===== src/rtl/controller.sv =====
// rtl/controller.sv - multicycle MIPS control FSM with INT/NMI acknowledge sequencing
module controller (
   input  logic       Clk,
   input  logic       Reset,
   input  logic [5:0] Op,
   input  logic [5:0] funct,
   input  logic       INT,
   input  logic       NMI,
   input  logic       INTD,
   output logic       isBranch,
   output logic       PCWrite,
   output logic       lorD,
   output logic       MemWrite,
   output logic       MemtoReg,
   output logic       IRWrite,
   output logic       INA,
   output logic [1:0] aluControl,
   output logic [1:0] ALUSrcB,
   output logic       PCSource,
   output logic       ALUSrcA,
   output logic       RegWrite,
   output logic       RegDst,
   output logic       isInterrupted
);

   typedef enum logic [3:0] {
      S_FETCH, S_DECODE, S_MEMADR, S_MEMREAD, S_MEMWB, S_MEMWRITE,
      S_EXECUTE, S_ALUWB, S_BRANCH, S_ADDIEXE, S_ADDIWB, S_INTACK
   } state_t;

   localparam logic [5:0] OP_R    = 6'b000000;
   localparam logic [5:0] OP_LW   = 6'b100011;
   localparam logic [5:0] OP_SW   = 6'b101011;
   localparam logic [5:0] OP_BEQ  = 6'b000100;
   localparam logic [5:0] OP_ADDI = 6'b001000;

   state_t state_q, state_d;
   logic   int_q, int_d;
   logic   boundary;
   logic   pending;

   function automatic logic [1:0] funct_alu(input logic [5:0] f);
      case (f)
         6'b100010: funct_alu = 2'b01;
         6'b100100: funct_alu = 2'b10;
         6'b100101: funct_alu = 2'b11;
         default:   funct_alu = 2'b00;
      endcase
   endfunction

   assign pending = NMI | (INT & ~INTD);

   always_comb begin
      state_d  = state_q;
      int_d    = int_q;
      boundary = 1'b0;
      case (state_q)
         S_FETCH:   state_d = S_DECODE;
         S_DECODE: begin
            case (Op)
               OP_LW, OP_SW: state_d = S_MEMADR;
               OP_R:         state_d = S_EXECUTE;
               OP_BEQ:       state_d = S_BRANCH;
               OP_ADDI:      state_d = S_ADDIEXE;
               default:      boundary = 1'b1;
            endcase
         end
         S_MEMADR:  state_d = (Op == OP_SW) ? S_MEMWRITE : S_MEMREAD;
         S_MEMREAD: state_d = S_MEMWB;
         S_EXECUTE: state_d = S_ALUWB;
         S_ADDIEXE: state_d = S_ADDIWB;
         S_MEMWB, S_MEMWRITE, S_ALUWB, S_BRANCH, S_ADDIWB: boundary = 1'b1;
         S_INTACK:  state_d = S_FETCH;
         default:   state_d = S_FETCH;
      endcase
      // Interrupts are only arbitrated between instructions; in-service blocks even NMI.
      if (boundary) begin
         if (pending && !int_q) begin
            state_d = S_INTACK;
            int_d   = 1'b1;
         end else begin
            state_d = S_FETCH;
            if (!INT && !NMI) int_d = 1'b0;
         end
      end
   end

   always_ff @(posedge Clk) begin
      if (Reset) begin
         state_q <= S_FETCH;
         int_q   <= 1'b0;
      end else begin
         state_q <= state_d;
         int_q   <= int_d;
      end
   end

   always_comb begin
      isBranch      = 1'b0;
      PCWrite       = 1'b0;
      lorD          = 1'b0;
      MemWrite      = 1'b0;
      MemtoReg      = 1'b0;
      IRWrite       = 1'b0;
      INA           = 1'b0;
      aluControl    = 2'b00;
      ALUSrcB       = 2'b00;
      PCSource      = 1'b0;
      ALUSrcA       = 1'b0;
      RegWrite      = 1'b0;
      RegDst        = 1'b0;
      isInterrupted = 1'b0;
      if (!Reset) begin
         isInterrupted = int_q;
         case (state_q)
            S_FETCH: begin
               IRWrite = 1'b1;
               PCWrite = 1'b1;
               ALUSrcB = 2'b01;
            end
            S_DECODE:   ALUSrcB = 2'b11;
            S_MEMADR, S_ADDIEXE: begin
               ALUSrcA = 1'b1;
               ALUSrcB = 2'b10;
            end
            S_MEMREAD:  lorD = 1'b1;
            S_MEMWB: begin
               MemtoReg = 1'b1;
               RegWrite = 1'b1;
            end
            S_MEMWRITE: begin
               lorD     = 1'b1;
               MemWrite = 1'b1;
            end
            S_EXECUTE: begin
               ALUSrcA    = 1'b1;
               aluControl = funct_alu(funct);
            end
            S_ALUWB: begin
               RegDst   = 1'b1;
               RegWrite = 1'b1;
            end
            S_BRANCH: begin
               ALUSrcA    = 1'b1;
               aluControl = 2'b01;
               PCSource   = 1'b1;
               isBranch   = 1'b1;
            end
            S_ADDIWB:   RegWrite = 1'b1;
            S_INTACK: begin
               INA     = 1'b1;
               PCWrite = 1'b1;
            end
            default: ;
         endcase
      end
   end

endmodule


===== config.mk =====
export PLATFORM = sky130hd
export DESIGN_NAME = controller
export DESIGN_NICKNAME = d
export VERILOG_FILES = /design/src/rtl/controller.sv
export SDC_FILE = /design/constraint.sdc
export NUM_CORES = 1
export LEC_CHECK = 0
export ABC_CLOCK_PERIOD_IN_PS = 2000
export BUFFER_PORTS_ARGS = -buffer_cell sky130_fd_sc_hd__buf_2
export CAP_MARGIN = 25
export CORE_AREA = 5 5 44 46
export DETAILED_ROUTE_END_ITERATION = 7
export DIE_AREA = 0 0 49 51
export GPL_TIMING_DRIVEN = 0
export PLACE_DENSITY = 0.82
export SYNTH_ARGS = -nofsm -noshare
export SYNTH_HDL_FRONTEND = slang
export SYNTH_SLANG_ARGS = --single-unit

===== constraint.sdc =====
create_clock -name Clk -period 2 [get_ports Clk]
set_input_delay 0.4 -clock Clk [delete_from_list [all_inputs] [get_ports Clk]]
set_output_delay 0.4 -clock Clk [all_outputs]
set_load 0.02 [all_outputs]

==> flow_summary.ini <==
[outcome]
status = finished with violations
violations = negative setup slack

[routing]
vias = 708
wl_per_cell_um = 13.1
drc = 0
vias_per_cell = 5.28
ant_nets = 0
drtPass1Iterations = 4
drt_iter0_drc = 10
routed_wl_mm = 1.75

[synthesis]
yosysTopAreaCellShare = 0.164
synth_edf_count = 0
syn-cell-area_um2 = 609
async_flop_share = 0
yosysWarnings = 0
synthTopCellsByArea = dfxtp_1 (16%), buf_6 (7.4%), nand2b_1 (6.2%)
syn_inst = 81
ys_seq_elements = 5
ys_types = 38
synth_area_per_cell_um2 = 7.52
yosys_most_used_dff = dfxtp_1
ys_seq_area_frac = 0.164
syn-num-nets = 98
synth_largest_area_cell = dfxtp_1

[cts]
htree_levels = 1
clk_latency_ns = 0.26
cts-root-buf = clkbuf_4
clk_pin_slew_ns = 0.05
cts_tree = built
cts.sinks = 5
cts_buffers = 3
cts_buffer_depth = 2
hold_buffers = 0

[die]
dieArea_mm2 = 0.00250
die-width_um = 49
rows = 14
die_h_um = 51
io_pins = 33
floorplan.initialDensity = 0.414
core_mm2 = 0.00147

[sta]
finalHoldViolCount = 0
slew_headroom = 0.786
finalMaxSlewViolations = 0
setup_violations = 2
max_freq_ghz = 0.482
finalCriticalPeriod_ns = 2.07
finalCritPeriodShare = 1.04
clock-skew-final_ns = 0.00623
fin_ws_ns = -0.0730
rsz0062_at_grt = true
worstMarginPinSlew_ns = 0.320

[power]
clockPowerShare = 0.140
combPwrFrac = 0.668
p_seq_frac = 0.193
internal_power_uw = 490
p_sw_frac = 0.447
p_switching_uw = 396
p_leak_nw = 0.402
ir_drop_uv = 556
power_density_mw_per_mm2 = 1020

[place]
detailed_place_hpwl_mm = 1.37
io_buffers = 32
place_inst = 129
place.gp.congestion = 0.810

[cells_and_area]
nNetsFinal = 136
fin_util = 0.588
drive_above_1_share = 0.517
syn2layout_area_growth_pct = 42.1
antenna_cells = 0
final_cells = 134

[setup_path]
crit_path_cell_trace = nand2b_4 -> or2_4 -> or3_4 -> nor3b_2 -> buf_4
cp-end-kind = output pin
critPathKind = reg2out
slowest_delay_ns = 0.40
critPathArrivalTime_ns = 1.67
startpoint_type = flop
critical_path.max_fanout = 3
crit_path_top_delay_cell = or3_4
required_ns = 1.60
cp_top_family = simple AND/OR/NAND/NOR gates
cp_num_buf_inv = 1

[grt]
antenna_found_initial = 0
grt.overflow.total = 0
gr-usage-all-layers = 0.148
grt_pass1_wl_mm = 2.81
grt_pass1_vias = 648
grt_max_degree = 11

[flow_run]
cap_violations = 0

[worst_hold_path]
hold_class = in2reg
## state kept, by name, summed over array words and instances, names as in the netlist
signal	cells
int_q	1
state_q	4
## power groups by stage
stage,Combinational [mW],Clock [mW],Sequential (mW)
after floorplan,0.428,0,0.161
after global placement,0.548,0,0.163
after detailed placement,0.560,0,0.166
after CTS,0.581,0.125,0.166
after global routing,0.642,0.139,0.179
final,0.591,0.124,0.171
## per-layer routing
| metal | wire, um | track usage | part of all wire | up-vias |
|---|---|---|---|---|
| met5 | 0 | 0 | 0 | - |
| met4 | 36 | 0.130 | 0.021 | 0 |
| met3 | 163 | 0.0378 | 0.093 | 3 |
| met2 | 827 | 0.230 | 0.47 | 34 |
| met1 | 721 | 0.167 | 0.41 | 304 |
| li1 | - | - | - | 367 |
## worst min-delay path: stages
cell,delay [ns]
buf_2,0.09
o31ai_1,0.07
nand2_1,0.06
## synthesized netlist by cell type (all sizes together) (2+ instances only)
| master | n |
|---|---|
| a21oi | 6 |
| buf | 6 |
| dfxtp | 5 |
| inv | 2 |
| nand2 | 6 |
| nand2b | 6 |
| nand3b | 3 |
| nor2 | 8 |
| nor2b | 3 |
| nor3 | 5 |
| nor3b | 2 |
| o21ai | 2 |
| o21bai | 2 |
| or2 | 4 |
| or2b | 2 |
| or3 | 2 |
## per-stage QoR
stage                     hold WS [ns]  cell area [um^2]  TNS [ns]  power [mW]  setup slack, ns
after floorplan                  0.525               621         0       0.589            0.126
after global placement           0.539               801         0       0.711           0.0477
after detailed placement         0.546               801  -0.00235       0.727         -0.00235
after CTS                        0.388               857    -0.107       0.872          -0.0843
after global routing             0.399               866    -0.227       0.960           -0.140
final                            0.393               866   -0.0985       0.886          -0.0730
## layout by cell type (no fill, tap or decap), types with 2 or more instances in the layout
master / netlist / final
nor2_1: 8 / 8
o21bai_1: 2 / 2
nand3b_1: 3 / 3
a21oi_1: 6 / 6
nand2_1: 6 / 6
or3_4: 1 / 2
buf_4: 2 / 5
nor2b_1: 3 / 2
inv_1: 2 / 2
nand2b_1: 6 / 5
dfxtp_2: 0 / 3
buf_2: 0 / 30
buf_6: 4 / 4
nor3_1: 5 / 5
clkbuf_4: 0 / 3
dfxtp_1: 5 / 2
nor3b_2: 1 / 2
or2_2: 4 / 3
## logic make-up (layout without fill, tap and decap cells)
| family | after synthesis | after routing | synth area share |
|---|---|---|---|
| and+or+nand+nor | 47 | 47 | 0.462 |
| AOI/OAI and AO/OA | 19 | 19 | 0.232 |
| buffers and inverters | 8 | 45 | 0.111 |
| DFF | 5 | 5 | 0.164 |
| xor gates and xnor gates | 1 | 1 | 0.0144 |
| muxes | 1 | 1 | 0.0164 |
## final cells by class
type                            instances  area [um^2]
Buffer                                  6         60.1
Fill cell                             148          606
Timing Repair Buffer                   33          173
Multi-Input combinational cell         68          475
Sequential cell                         5          104
Tap cell                               16         20.0
Inverter                                2         7.51
Clock buffer                            4         26.3
## final timing paths
path / startpoint / to / slack (ns) / depth (start not counted)
setup / recovery: state_q[3] / aluControl[1] / -0.07 / 5
hold / removal: NMI / int_q / 0.39 / 3
setup reg to reg: state_q[3] / state_q[3] / 0.24 / 7
hold reg to reg: int_q / state_q[0] / 0.54 / 2
## timing repair
action / in CTS / in global routing
setup endpoints to repair: 2 / 3
resized for setup: 7 / 3
pin swaps: 2 / 0
setup buffers: 1 / 0
Note: power is estimated with default switching activity, not from simulation.
